**config.mk**
```make
export PLATFORM = sky130hd
export DESIGN_NAME = uart_echo_fifo
export DESIGN_NICKNAME = d
export VERILOG_FILES = /design/src/rtl/uart_echo_fifo.sv
export SDC_FILE = /design/constraint.sdc
export NUM_CORES = 1
export LEC_CHECK = 0
export BUFFER_PORTS_ARGS = -buffer_cell sky130_fd_sc_hd__buf_2
export CORE_AREA = 2 2 126 128
export CTS_BUF_LIST = sky130_fd_sc_hd__clkbuf_4 sky130_fd_sc_hd__clkbuf_8 sky130_fd_sc_hd__clkbuf_16
export CTS_CLUSTER_DIAMETER = 200
export DETAILED_ROUTE_END_ITERATION = 8
export DIE_AREA = 0 0 128 130
export SLEW_MARGIN = 20
export SYNTH_ARGS = -nofsm -noshare
export SYNTH_HDL_FRONTEND = slang
export SYNTH_SLANG_ARGS = --single-unit
export TNS_END_PERCENT = 5
```
**constraint.sdc**
```tcl
create_clock -name clk -period 6.75 [get_ports clk]
set_clock_uncertainty 0.15 [all_clocks]
set_input_delay 0.3375 -clock clk [delete_from_list [all_inputs] [get_ports clk]]
set_output_delay 0.3375 -clock clk [all_outputs]
set_load 0.03 [all_outputs]
```
**src/rtl/uart_echo_fifo.sv**
```systemverilog
// Byte FIFO between the UART receiver and transmitter. Received bytes are
// queued and replayed to the transmitter at a fixed pace of BYTE_GAP cycles.
module uart_echo_fifo #(
    parameter int DEPTH    = 16,
    parameter int ADDR_W   = 4,
    parameter int BYTE_GAP = 2400,
    parameter int GAP_W    = 12
) (
    input  logic              clk,
    input  logic              rst,
    input  logic [7:0]        rx_dat,
    input  logic              rx_rdy,
    output logic [7:0]        tx_dat,
    output logic              tx_en,
    output logic [ADDR_W:0]   count,
    output logic              overflow,
    input  logic              clr_ovf,
    output logic              state_dbg
);

    // Handshake: rx_rdy is a one-cycle push strobe qualifying rx_dat (no
    // back-pressure, a push into a full FIFO is dropped); tx_en is a one-cycle
    // start strobe and tx_dat stays stable until the next tx_en.

    localparam int CW = ADDR_W + 1;
    localparam logic [CW-1:0]    COUNT_FULL = CW'(DEPTH);
    localparam logic [GAP_W-1:0] GAP_RELOAD = GAP_W'(BYTE_GAP - 1);

    typedef enum logic {
        IDLE = 1'b0,
        GAP  = 1'b1
    } state_t;

    state_t            state;
    state_t            state_nxt;
    logic [7:0]        mem [DEPTH];
    logic [ADDR_W-1:0] wr_ptr;
    logic [ADDR_W-1:0] rd_ptr;
    logic [GAP_W-1:0]  gap_cnt;
    logic [GAP_W-1:0]  gap_nxt;
    logic              full;
    logic              empty;
    logic              push;
    logic              drop;
    logic              issue;

    assign full      = (count == COUNT_FULL);
    assign empty     = (count == '0);
    assign push      = rx_rdy && !full;
    assign drop      = rx_rdy && full;
    assign state_dbg = state;

    always_comb begin
        state_nxt = state;
        gap_nxt   = gap_cnt;
        issue     = 1'b0;
        case (state)
            IDLE: begin
                if (!empty) begin
                    issue     = 1'b1;
                    gap_nxt   = GAP_RELOAD;
                    state_nxt = GAP;
                end
            end
            GAP: begin
                // Leaving on the edge that reaches zero keeps issues exactly BYTE_GAP apart.
                if (gap_cnt <= GAP_W'(1)) begin
                    gap_nxt   = '0;
                    state_nxt = IDLE;
                end else begin
                    gap_nxt = gap_cnt - GAP_W'(1);
                end
            end
            default: begin
                gap_nxt   = '0;
                state_nxt = IDLE;
            end
        endcase
    end

    always_ff @(posedge clk) begin
        if (rst) begin
            state    <= IDLE;
            gap_cnt  <= '0;
            wr_ptr   <= '0;
            rd_ptr   <= '0;
            count    <= '0;
            tx_en    <= 1'b0;
            tx_dat   <= 8'h00;
            overflow <= 1'b0;
        end else begin
            state   <= state_nxt;
            gap_cnt <= gap_nxt;
            tx_en   <= issue;
            if (push) begin
                wr_ptr <= wr_ptr + ADDR_W'(1);
            end
            if (issue) begin
                tx_dat <= mem[rd_ptr];
                rd_ptr <= rd_ptr + ADDR_W'(1);
            end
            case ({push, issue})
                2'b10:   count <= count + CW'(1);
                2'b01:   count <= count - CW'(1);
                default: count <= count;
            endcase
            if (drop) begin
                overflow <= 1'b1;
            end else if (clr_ovf) begin
                overflow <= 1'b0;
            end
        end
    end

    always_ff @(posedge clk) begin
        if (!rst && push) begin
            mem[wr_ptr] <= rx_dat;
        end
    end

endmodule

```
# --- Word-level counts from Yosys, hierarchy flattened ---
# Memories as Yosys holds them, arrays and structs flattened. A register that Yosys moved wholly into a read port is not among the register bits.
# Cells that the tools add are included.
classes:
  eq_ne: 4
  magnitude_cmp: 1
  n_reduce_logical: 8
  muxes: 12
  n_bitwise: 1
  n_addsub: 5
ops:
  columns: ["op", "count"]
  rows:
  - ["$mux 12", 2]
  - ["$pmux 12 s2", 1]
  - ["$le 12x1->1 const B", 1]
  - ["$sub 12x1->12 const B", 1]
  - ["$pmux 5 s2", 1]
  - ["$add 4x1->4 const B", 2]
  - ["$mux 1", 7]
  - ["$add 5x1->5 const B", 1]
  - ["$eq 5x5->1 const B", 1]
  - ["$logic_not 5->1", 1]
  - ["$sub 5x1->5 const B", 1]
  - ["$reduce_bool 2->1", 2]
  - ["$logic_and 1x1->1", 3]
  - ["$eq 2x1->1 const B", 1]
  - ["$eq 2x2->1 const B", 1]
  - ["$logic_not 1->1", 2]
  - ["$ne 2x2->1 const B", 1]
  - ["$pmux 1 s2", 1]
  - ["$not 1->1", 1]
totals:
  register_bits: 28
  inputBits: 12
  mem_count: 1
  ramBits: 128
memory_table:
  columns: ["name", "words", "width", "read_ports", "rd_clocked_by_memory_dff", "write_ports", "line_no", "text"]
  rows:
  - ["mem", 16, 8, 1, 1, 1, "36", "logic [7:0] mem [DEPTH];"]

# --- Longest topological paths before layout ---
depth:
  ltp_word: 6
  ltp_mapped: 12
  depth_no_buf: 10

# --- Worst setup path after synthesis ---
# OpenSTA, ideal clock, no wires.
synth_timing:
  path_kind: "register to register"
  start: "reg count[1]"
  end: "reg count[4]"
  setup_slack_ns: 3.488
  path_stages_with_launch: 13
  arrival_ns: 2.991
  n_path_buf: 2
  cell_sequence: "dfxtp_1 -> buf_2 -> nor4_1 -> a21boi_1 -> inv_1 -> ha_1 -> clkbuf_1 -> xor2_1 -> ha_1 -> or3b_2 -> o2111ai_1 -> a21oi_1 -> mux2_2"
synth_between:
  elab_chain_len: 5
synth_rtl:
  columns: ["element", "line_no", "text"]
  rows:
  - ["start, declared", "15", "output logic [ADDR_W:0] count,"]
  - ["start signal, assigned", "103", "2'b10: count <= count + CW'(1);"]
  - ["start signal, assigned", "104", "2'b01: count <= count - CW'(1);"]
  - ["start signal, assigned", "105", "default: count <= count;"]
  - ["$logic_not 5->1 or $eq 5x5->1 (tied branches)", "48, 47", null]
  - ["$mux 1 or $logic_not 1->1 (tied branches)", "59, 49", null]
  - ["$mux 1 or $logic_and 1x1->1 (tied branches)", "57, 49", null]
  - ["$eq 2x1->1 or $eq 2x2->1 (tied branches)", "102", "case ({push, issue})"]
  - ["$pmux 5 s2 or $reduce_bool 2->1 (tied branches)", null, null]
# Several ways; a longest one is shown, not always the timed one.
# A chain may end at the register's enable or synchronous reset.

# --- Worst setup path after layout ---
layout_timing:
  start: "reg count[3]"
  end: "reg count[4]"
layout_between:
  elab_chain_len: 5
layout_rtl:
  columns: ["element", "line_no", "text"]
  rows:
  - ["$logic_not 5->1 (*)", "48", "assign empty = (count == '0);"]
  - ["$mux 1 (*)", "59", "if (!empty) begin"]
  - ["$mux 1 (*)", "57", "case (state)"]
  - ["via issue", "45", "logic issue;"]
  - ["$eq 2x1->1 or $eq 2x2->1 (tied branches)", "102", null]
  - ["$pmux 5 s2 or $reduce_bool 2->1 (tied branches)", null, null]
# The timed path passes the listed nets; every way through them passes the cells marked *.

==> reports/qor.csv <==
stage;metric;value;unit
die;initial core utilization;43.6;%
clocking;total CTS buffers;17;
yosys;sequential share of the synthesized area;67.8;%
placed_design;PortBufs;27;
layout;number of fillers in the final layout;1304;
timing;RSZ-0062 raised after global routing;false;
clocking;Clock Latency Late Sink;0.43;ns
timing;Final Cycle Share;55.8;%
grt;initial antenna violation count;0;
layout;final cell count without fillers;646;
flow_run;Max-Cap Viols;0;
grt;vias in the first global route;3670;
placed_design;number of placed instances, taps included;614;
timing;Least-Margin Pin Slew;1.02;ns
yosys;Synth async-reset ratio;0;%
route;Routed Antenna Nets;0;
route;Wirelength per Cell;20.5;um
route;routed vias;3709;
min_path;Worst Hold Class;in2reg;
placed_design;placed wire-length estimate;8.29;mm
clocking;post-cts resize count;0;
run_status;outcome;finished clean;
clocking;# clock sinks;164;
pwr;PwrDens;397;nW/um^2
route;total routed wirelength;13.2;mm
yosys;largest cells by area after synthesis;edfxtp_1 (57%), dfxtp_1 (11%), mux4_2 (11%);
route;first drt pass iteration count;8;
clocking;CTS root buffer;clkbuf_16;
timing;final slew viol count;0;
placed_design;routability cong.;0.814;
die;Core Area;15400;um^2
grt;gr ovfl total;0;
route;1st-iter DRT viols;277;
yosys;Synth warnings;0;
yosys;Syn Nets;437;
clocking;Worst-path clk slew;0.06;ns
die;row cnt;46;
yosys;post-synth top area share;57.1;%
layout;fin nets;463;
pwr;P_leak;0.00251;uW
yosys;top_reg_cell synth;edfxtp_1;
yosys;post-synthesis register bit count;164;
setup_path;kind of critical path;reg2reg;
setup_path;CP startpoint kind;register;
clocking;total setup buffers inserted after CTS;0;
route;DRC viols;0;
setup_path;Worst EP arrival;3.93;ns
grt;GRT Util Overall;17.4;%
pwr;Pwr Total;3010;uW
grt;GR Util met1;22.9;%
layout;# diodes;0;
timing;Rel. slew slack;31.8;%
yosys;syn_area_per_cell;16.2;um^2
yosys;area leader, netlist;edfxtp_1;
yosys;post-synthesis instance total;415;
setup_path;Worst Path Max Fanout;15;
die;height of the die;130;um
timing;final setup vio count;0;
setup_path;critical path endpoint category;register;
grt;met3 Use GR;4.18;%
timing;Final TNS setup;0;ns
layout;Area Growth Syn to Fin;12.9;%
timing;Final Critical Period;3.76;ns
yosys;Post-synth EDFFs;128;
die;# IOs;28;
die;die width;128;um
yosys;synth cell count leaders;edfxtp_1 (128), nor2_1 (37), dfxtp_1 (36);
clocking;H-tree depth;4;
yosys;count leader, synth;edfxtp_1;
timing;fmax;266;MHz
grt;global-route wire length before repair;21.0;mm
die;DIE AREA;16600;um^2
yosys;Distinct cells, synth;52;
clocking;CTS max path bufs;2;
grt;GRT busiest layer;met2;
grt;pin count of the biggest net entering global routing;44;
clocking;cts hold-fix bufs;0;
timing;final hold viol count;0;
route;DR vias/cell;5.74;
grt;grt met2 use;28.0;%
yosys;mapped cell area;6730;um^2
clocking;CTS tree;yes;
pwr;Worst VDD drop;0.214;mV
setup_path;Req. time, crit path;6.91;ns
layout;share of cells above drive strength 1;23.8;%
registers in the layout (all words and copies together) (netlist names):
register   cells
gap_cnt       12
rd_ptr         4
tx_dat         8
state_dbg      1
overflow       1
wr_ptr         4
mem          128
tx_en          1
count          5
worst max-delay path: stages (launching register included):
cell and delay, ns:
dfxtp_1 0.37, or4_4 0.60, o21ai_2 0.56, inv_2 0.23, ha_1 0.36, xor2_1 0.19, ha_1 0.23, or3b_2 0.47
o2111ai_1 0.12, a21oi_1 0.11, mux2_2 0.27
stage by stage:
stage / hold WS [ns] / instance area, um^2 / utilization (%) / setup WS, ns
2_1_floorplan: 0.286 / 6730 / - / 3.49
3_3_place_gp: 0.316 / 7030 / 45.6 / 3.22
3_5_place_dp: 0.318 / 7030 / 45.6 / 3.04
4_1_cts: 0.0435 / 7600 / 49.3 / 3.03
5_1_grt: 0.0767 / 7600 / 49.3 / 2.83
6_report: 0.0594 / 7600 / 49.3 / 2.99
area by class of cell:
| type | instances | area [um^2] | area share (%) |
|---|---|---|---|
| clock buffers | 17 | 425 | 5.60 |
| repair buffers | 30 | 158 | 2.07 |
| inverters | 9 | 33.8 | 0.445 |
| well taps | 192 | 240 | 3.16 |
| multi-input cells | 219 | 2030 | 26.7 |
| clock inverters | 15 | 144 | 1.89 |
| flip-flops and latches | 164 | 4570 | 60.1 |
where the power goes:
group / switching [uW] / total (uW) / leakage [uW] / internal, uW
combinational: 467 / 793 / 0.000785 / 326
clock: 433 / 921 / 0.000278 / 488
sequential: 122 / 1300 / 0.00145 / 1180
logic make-up (layout without fill, tap and decap cells):
logic type,after synthesis,in the layout,share of synthesized area [%]
xor gates and xnor gates,9,9,1.17
AOI/OAI and AO/OA,53,53,5.91
DFF,164,164,67.8
adders and majority gates,10,10,1.86
muxes,52,52,13.7
buffers and inverters,32,71,1.95
and+or+nand+nor,95,95,7.53
layout by cell type, fill, tap and decap left out, types with 3 or more instances in the layout:
cell type,n
nor3_1,7
dfxtp_1,35
nor2_1,37
buf_2,27
nand3b_1,10
mux4_2,32
or3_1,6
xor2_1,6
o211ai_1,3
clkinv_4,3
ha_1,10
a21oi_1,14
buf_4,3
nand3_1,4
o221ai_1,8
a31oi_1,4
inv_8,3
nor4_1,5
clkbuf_16,17
mux2i_1,18
xnor2_1,3
o21ai_0,3
inv_6,4
inv_1,8
nand2_1,10
o41ai_1,3
edfxtp_1,128
routing by layer:
layer,share of wire (%),wire length [um]
met5,0,0
met4,2.0,268
met3,5.1,672
met2,49,6530
met1,44,5770
path summary, 6_finish.rpt:
check | depth (start not counted) | slack [ns] | endpoint | from
setup / recovery | 10 | 2.99 | count[4] | count[3]
hold / removal | 4 | 0.06 | overflow | clr_ovf
setup reg to reg | 10 | 2.99 | count[4] | count[3]
hold reg to reg | 2 | 0.34 | overflow | overflow
Note: power is estimated with default switching activity, not from simulation.
